[src/rtl/mdu_pkg.sv]
// ---------------------------------------------------------------------------
// mdu_pkg
// Shared definitions for the multiply/divide unit: operation encodings,
// controller state encodings, iteration count and small op-decode helpers.
// ---------------------------------------------------------------------------
package mdu_pkg;

    // One datapath step per bit of the 32-bit operands.
    localparam int ITERATIONS = 32;
    localparam int CNT_W      = $clog2(ITERATIONS);

    // Operation select as presented on the op port.
    typedef enum logic [1:0] {
        OP_MULTU = 2'b00,
        OP_MULT  = 2'b01,
        OP_DIVU  = 2'b10,
        OP_DIV   = 2'b11
    } op_e;

    // Controller states.
    typedef enum logic [1:0] {
        IDLE = 2'b00,
        CALC = 2'b01,
        FIX  = 2'b10
    } state_e;

    // Signed variants work on magnitudes and fix the sign up at the end.
    function automatic logic op_is_signed(input op_e o);
        return (o == OP_MULT) || (o == OP_DIV);
    endfunction

    function automatic logic op_is_div(input op_e o);
        return (o == OP_DIVU) || (o == OP_DIV);
    endfunction

endpackage

[src/rtl/mult_div_unit.sv]
// ---------------------------------------------------------------------------
// mult_div_unit
// Iterative MIPS-style multiply/divide unit with HI/LO result registers.
// Multiplies by shift-add and divides by restoring shift-subtract, one step
// per clock, on operand magnitudes; signs are applied in a final fix-up cycle.
// Fixed latency: start accepted at edge E0, HI/LO written at edge E33.
//
// Ports
//   clk    : clock, all state changes on the rising edge
//   rst    : synchronous active-high reset, clears all state (wins over start)
//   start  : request a new operation, only honoured while busy=0
//   op     : 00 MULTU, 01 MULT, 10 DIVU, 11 DIV
//   a, b   : rs / rt operands, captured together with start
//   busy   : operation in progress
//   done   : one-cycle pulse following the HI/LO update
//   hi, lo : product upper/lower half, or remainder/quotient
//
// WIDTH is carried as a parameter for interface clarity; only 32 is supported.
// ---------------------------------------------------------------------------
module mult_div_unit
    import mdu_pkg::*;
#(
    parameter int WIDTH = 32
) (
    input  logic             clk,
    input  logic             rst,
    input  logic             start,
    input  logic [1:0]       op,
    input  logic [WIDTH-1:0] a,
    input  logic [WIDTH-1:0] b,
    output logic             busy,
    output logic             done,
    output logic [WIDTH-1:0] hi,
    output logic [WIDTH-1:0] lo
);

    // -----------------------------------------------------------------------
    // State
    // -----------------------------------------------------------------------
    state_e             state_reg;
    state_e             state_next;
    logic [CNT_W-1:0]   count_reg;
    op_e                op_reg;
    logic               neg_q_reg;      // product / quotient must be negated
    logic               neg_r_reg;      // remainder must be negated
    logic               div_zero_reg;   // divide with b == 0
    logic [WIDTH-1:0]   acc_hi_reg;     // partial product high / remainder
    logic [WIDTH-1:0]   acc_lo_reg;     // multiplier bits / dividend->quotient
    logic [WIDTH-1:0]   operand_reg;    // multiplicand or divisor magnitude
    logic [WIDTH-1:0]   hi_reg;
    logic [WIDTH-1:0]   lo_reg;
    logic               done_reg;

    // -----------------------------------------------------------------------
    // Operand capture decode
    // -----------------------------------------------------------------------
    op_e                op_in;
    logic               a_neg;
    logic               b_neg;
    logic [WIDTH-1:0]   a_mag;
    logic [WIDTH-1:0]   b_mag;

    assign op_in = op_e'(op);

    always_comb begin
        a_neg = op_is_signed(op_in) && a[WIDTH-1];
        b_neg = op_is_signed(op_in) && b[WIDTH-1];
        // The most negative value maps onto 2^31, which is still correct
        // when read as an unsigned magnitude.
        a_mag = a_neg ? (~a + 1'b1) : a;
        b_mag = b_neg ? (~b + 1'b1) : b;
    end

    // -----------------------------------------------------------------------
    // Datapath step logic
    // -----------------------------------------------------------------------
    logic [WIDTH:0]     mul_sum;
    logic [WIDTH:0]     div_shift;
    logic [WIDTH+1:0]   div_diff;
    logic               div_fits;
    logic [2*WIDTH-1:0] prod_mag;
    logic [2*WIDTH-1:0] prod_fixed;
    logic [WIDTH-1:0]   quo_fixed;
    logic [WIDTH-1:0]   rem_fixed;
    logic               unused_diff_bit;

    always_comb begin
        // Multiply: add multiplicand when the current multiplier bit is set;
        // the carry-out becomes the top bit after the right shift.
        mul_sum = {1'b0, acc_hi_reg}
                + (acc_lo_reg[0] ? {1'b0, operand_reg} : {(WIDTH+1){1'b0}});

        // Divide: shift the next dividend bit into the remainder, then try
        // to subtract; a borrow out of the extra top bit means "restore".
        div_shift = {acc_hi_reg, acc_lo_reg[WIDTH-1]};
        div_diff  = {1'b0, div_shift} - {2'b00, operand_reg};
        div_fits  = ~div_diff[WIDTH+1];

        // Sign fix-up of the magnitude results.
        prod_mag   = {acc_hi_reg, acc_lo_reg};
        prod_fixed = neg_q_reg ? (~prod_mag + 1'b1) : prod_mag;
        // With b == 0 the restoring loop leaves remainder = |a|, which after
        // the remainder sign fix is exactly a; only the quotient is forced.
        quo_fixed  = div_zero_reg ? {WIDTH{1'b1}}
                   : (neg_q_reg ? (~acc_lo_reg + 1'b1) : acc_lo_reg);
        rem_fixed  = neg_r_reg ? (~acc_hi_reg + 1'b1) : acc_hi_reg;
    end

    // Accepted remainders are below the divisor, so bit WIDTH of the
    // difference is always zero when it is used.
    assign unused_diff_bit = div_diff[WIDTH];

    // -----------------------------------------------------------------------
    // Controller: next state and busy
    // -----------------------------------------------------------------------
    always_comb begin
        state_next = state_reg;
        busy       = 1'b1;
        case (state_reg)
            IDLE: begin
                busy = 1'b0;
                if (start) begin
                    state_next = CALC;
                end
            end
            CALC: begin
                if (count_reg == CNT_W'(ITERATIONS - 1)) begin
                    state_next = FIX;
                end
            end
            FIX: begin
                state_next = IDLE;
            end
            default: begin
                state_next = IDLE;
                busy       = 1'b0;
            end
        endcase
    end

    always_ff @(posedge clk) begin
        if (rst) begin
            state_reg <= IDLE;
        end else begin
            state_reg <= state_next;
        end
    end

    // -----------------------------------------------------------------------
    // Datapath registers
    // -----------------------------------------------------------------------
    always_ff @(posedge clk) begin
        if (rst) begin
            count_reg    <= '0;
            op_reg       <= OP_MULTU;
            neg_q_reg    <= 1'b0;
            neg_r_reg    <= 1'b0;
            div_zero_reg <= 1'b0;
            acc_hi_reg   <= '0;
            acc_lo_reg   <= '0;
            operand_reg  <= '0;
            hi_reg       <= '0;
            lo_reg       <= '0;
            done_reg     <= 1'b0;
        end else begin
            done_reg <= 1'b0;
            case (state_reg)
                IDLE: begin
                    if (start) begin
                        count_reg    <= '0;
                        op_reg       <= op_in;
                        neg_q_reg    <= a_neg ^ b_neg;
                        neg_r_reg    <= a_neg;
                        div_zero_reg <= op_is_div(op_in) && (b == '0);
                        acc_hi_reg   <= '0;
                        if (op_is_div(op_in)) begin
                            acc_lo_reg  <= a_mag;   // dividend
                            operand_reg <= b_mag;   // divisor
                        end else begin
                            acc_lo_reg  <= b_mag;   // multiplier
                            operand_reg <= a_mag;   // multiplicand
                        end
                    end
                end
                CALC: begin
                    count_reg <= count_reg + 1'b1;
                    if (op_is_div(op_reg)) begin
                        if (div_fits) begin
                            acc_hi_reg <= div_diff[WIDTH-1:0];
                            acc_lo_reg <= {acc_lo_reg[WIDTH-2:0], 1'b1};
                        end else begin
                            acc_hi_reg <= div_shift[WIDTH-1:0];
                            acc_lo_reg <= {acc_lo_reg[WIDTH-2:0], 1'b0};
                        end
                    end else begin
                        acc_hi_reg <= mul_sum[WIDTH:1];
                        acc_lo_reg <= {mul_sum[0], acc_lo_reg[WIDTH-1:1]};
                    end
                end
                FIX: begin
                    if (op_is_div(op_reg)) begin
                        hi_reg <= rem_fixed;
                        lo_reg <= quo_fixed;
                    end else begin
                        hi_reg <= prod_fixed[2*WIDTH-1:WIDTH];
                        lo_reg <= prod_fixed[WIDTH-1:0];
                    end
                    done_reg <= 1'b1;
                end
                default: begin
                end
            endcase
        end
    end

    assign done = done_reg;
    assign hi   = hi_reg;
    assign lo   = lo_reg;

endmodule

[config.mk]
export PLATFORM = sky130hd
export DESIGN_NAME = mult_div_unit
export DESIGN_NICKNAME = d
export VERILOG_FILES = /design/src/rtl/mdu_pkg.sv /design/src/rtl/mult_div_unit.sv
export SDC_FILE = /design/constraint.sdc
export NUM_CORES = 1
export LEC_CHECK = 0
export CORE_MARGIN = 8
export CORE_UTILIZATION = 47
export CTS_CLUSTER_DIAMETER = 60
export DETAILED_ROUTE_END_ITERATION = 12
export PLACE_DENSITY = 0.68
export SLEW_MARGIN = 10
export SYNTH_ARGS = -nofsm -noshare
export SYNTH_HDL_FRONTEND = slang
export SYNTH_SLANG_ARGS = --single-unit
[constraint.sdc]
create_clock -name clk -period 3.41 [get_ports clk]
set_input_delay 0.8525 -clock clk [delete_from_list [all_inputs] [get_ports clk]]
set_output_delay 0.8525 -clock clk [all_outputs]
set_load 0.05 [all_outputs]
==> reports/metrics.cfg <==
[timing]
fin_worst_hold_slack_ns = 0.454
slew_headroom = 0.450
post-route-period-util = 0.951
fin_skew_ns = 0.0141
setup_tns_ns = 0
hold_violations = 0
max_freq_ghz = 0.308
min_period_ns = 3.24
setup_viol = 0
maxSlewViolCount = 0
worstMarginPinSlew_ns = 0.824

[detailed_routing]
drtIter0Drc = 1528
ant_nets = 0
viasPerCell = 5.84
dr.pass1.iters = 5
routed_wl_mm = 47.3
drc_errors = 0
drt-wirelength-per-cell_um = 19.3
num_vias = 14300

[setup_path]
cp_data_required_time_ns = 3.76
ff2ff_setup_slack_ns = 0.17
crit_end = acc_hi_reg[26]
r2r_end = acc_hi_reg[26]
critPathMaxFanout = 16
cp.arrival_ns = 3.60
reg2reg_depth = 13
critPathLaunchType = flop
path_class = flop to flop
crit-reg2reg-launch = acc_lo_reg[0]
cp-end-kind = flop
crit_start = acc_lo_reg[0]

[final_layout]
nets = 2185
fin_util = 0.583
layout_common_cells = nor2_1, dfxtp_1, buf_4, a21oi_1, nand2_1
n_antenna_cell = 0
synthToLayoutAreaGrowth_pct = 23.4
layout_commonest_cell = nor2_1
seq_area_mm2 = 0.00344
finalInstanceArea_mm2 = 0.0171
multi_input_comb_area_mm2 = 0.00982
num-fill-cells = 2742
drive_gt1_frac = 0.128

[floorplan]
initial_core_util = 0.473
fp.dieW_um = 188
ios = 135
coreArea_mm2 = 0.0294
die_h_um = 188
die-area_mm2 = 0.0353
row_count = 63

[place]
globalplace.congestion = 0.964
dp_hpwl_mm = 37.2
placed_cell_area_mm2 = 0.0165
place.port_buffers = 134

[clocking]
ctsRootBufferMaster = clkbuf_16
cts_resized = 0
cts.sinks = 172
clk_path_buf_depth = 2
numCtsBuffers = 17
cts_setup_buffers = 0
cts_tree = yes
postCtsHoldBufs = 0
cts_htree_levels = 4
clk_pin_slew_ns = 0.07
insertion_delay_ns = 0.44

[synth]
synth_edf_count = 0
synthFlopType = dfxtp_1
ys_async_sr_fraction = 0
yosysSeqAreaShare = 0.248
ys_types = 70
syn_area_mm2 = 0.0139
synth_fp_nets = 1992
synth_seq_cells = 172
synth_area_per_cell_um2 = 7.52
yosysWarnings = 0
postSynthCellCount = 1848

[grt]
grt_pass1_wl_mm = 74.3
grt_max_degree = 73
antenna_found_initial = 0
track_usage = 0.260
grt_remaining_overflow = 0
grt_pass1_vias = 13500

[pwr]
ir_drop_mv = 0.387
power_leakage_nw = 6.93
powerDensity_mw_per_mm2 = 349
finalPower_mw = 5.98

[flow_run]
maxCapViolations = 0

[worst_hold_path]
hp-start = operand_reg[30]
holdCritPathClass = flop to flop

[outcome]
outcome = finished, final reports clean

cells by family after synthesis:
logic type                 after synthesis  share of synthesized area
xor gates and xnor gates               169                      0.107
and+or+nand+nor                        600                      0.204
muxes                                   71                     0.0538
adders and majority gates               75                     0.0686
buffers and inverters                  187                     0.0529
DFF                                    172                      0.248
AOI/OAI and AO/OA                      574                      0.266
cell usage after synthesis, drive strengths merged, types with 61 or more instances:
library cell	instances	share of area
xor2	97	0.061
nand2	144	0.039
nor3	61	0.023
o21ai	113	0.041
inv	69	0.019
a211oi	104	0.056
a21oi	151	0.055
dfxtp	172	0.25
nor2	235	0.063
clkbuf	99	0.027
ha	73	0.066
xnor2	72	0.045
metrics by stage:
| step | cells | setup WS (ns) |
|---|---|---|
| after detailed placement | 2412 | -0.351 |
| after CTS | 2444 | 0.0699 |
| after floorplan | 1848 | 0.276 |
| final | 2444 | 0.166 |
| after global routing | 2444 | -0.00583 |
| after global placement | 2412 | -0.277 |
layout make-up:
cell class | instances | share of cell area
Clock buffer | 19 | 0.0252
Clock inverter | 13 | 0.00912
Inverter | 71 | 0.0155
Multi-Input combinational cell | 1489 | 0.572
Sequential cell | 172 | 0.201
Tap cell | 390 | 0.0285
Timing Repair Buffer | 290 | 0.148
critical path: stages (launching register included):
cell and delay (ns):
dfxtp_1 0.34, inv_2 0.15, buf_12 0.17, nor2_1 0.05, ha_1 0.36, a21oi_2 0.18, o311ai_0 0.17, a21oi_1 0.22
a21oi_1 0.14, o21a_1 0.28, or2_2 0.35, a31oi_1 0.19, mux2_2 0.35, o21ai_0 0.19
worst min path at each step:
stage	end	slack [ns]	depth (start not counted)
after global placement	operand_reg[28]	0.44	2
after global routing	operand_reg[14]	0.47	2
after detailed placement	operand_reg[14]	0.45	2
after floorplan	operand_reg[13]	0.43	2
final	operand_reg[30]	0.45	2
after CTS	operand_reg[14]	0.46	2
report_power, final:
part	total (mW)	switching, mW	internal, mW
Combinational	1.78	1.06	0.722
Sequential	2.20	0.0945	2.10
Clock	2.01	0.910	1.10
layer usage:
layer | vias up | track usage | wire length (µm)
li1 | 7056 | - | -
met1 | 6607 | 0.367 | 21400
met2 | 538 | 0.391 | 20300
met3 | 72 | 0.0472 | 4170
met4 | 0 | 0.0879 | 1400
met5 | - | 0 | 0
(Power assumes the default switching activity.)
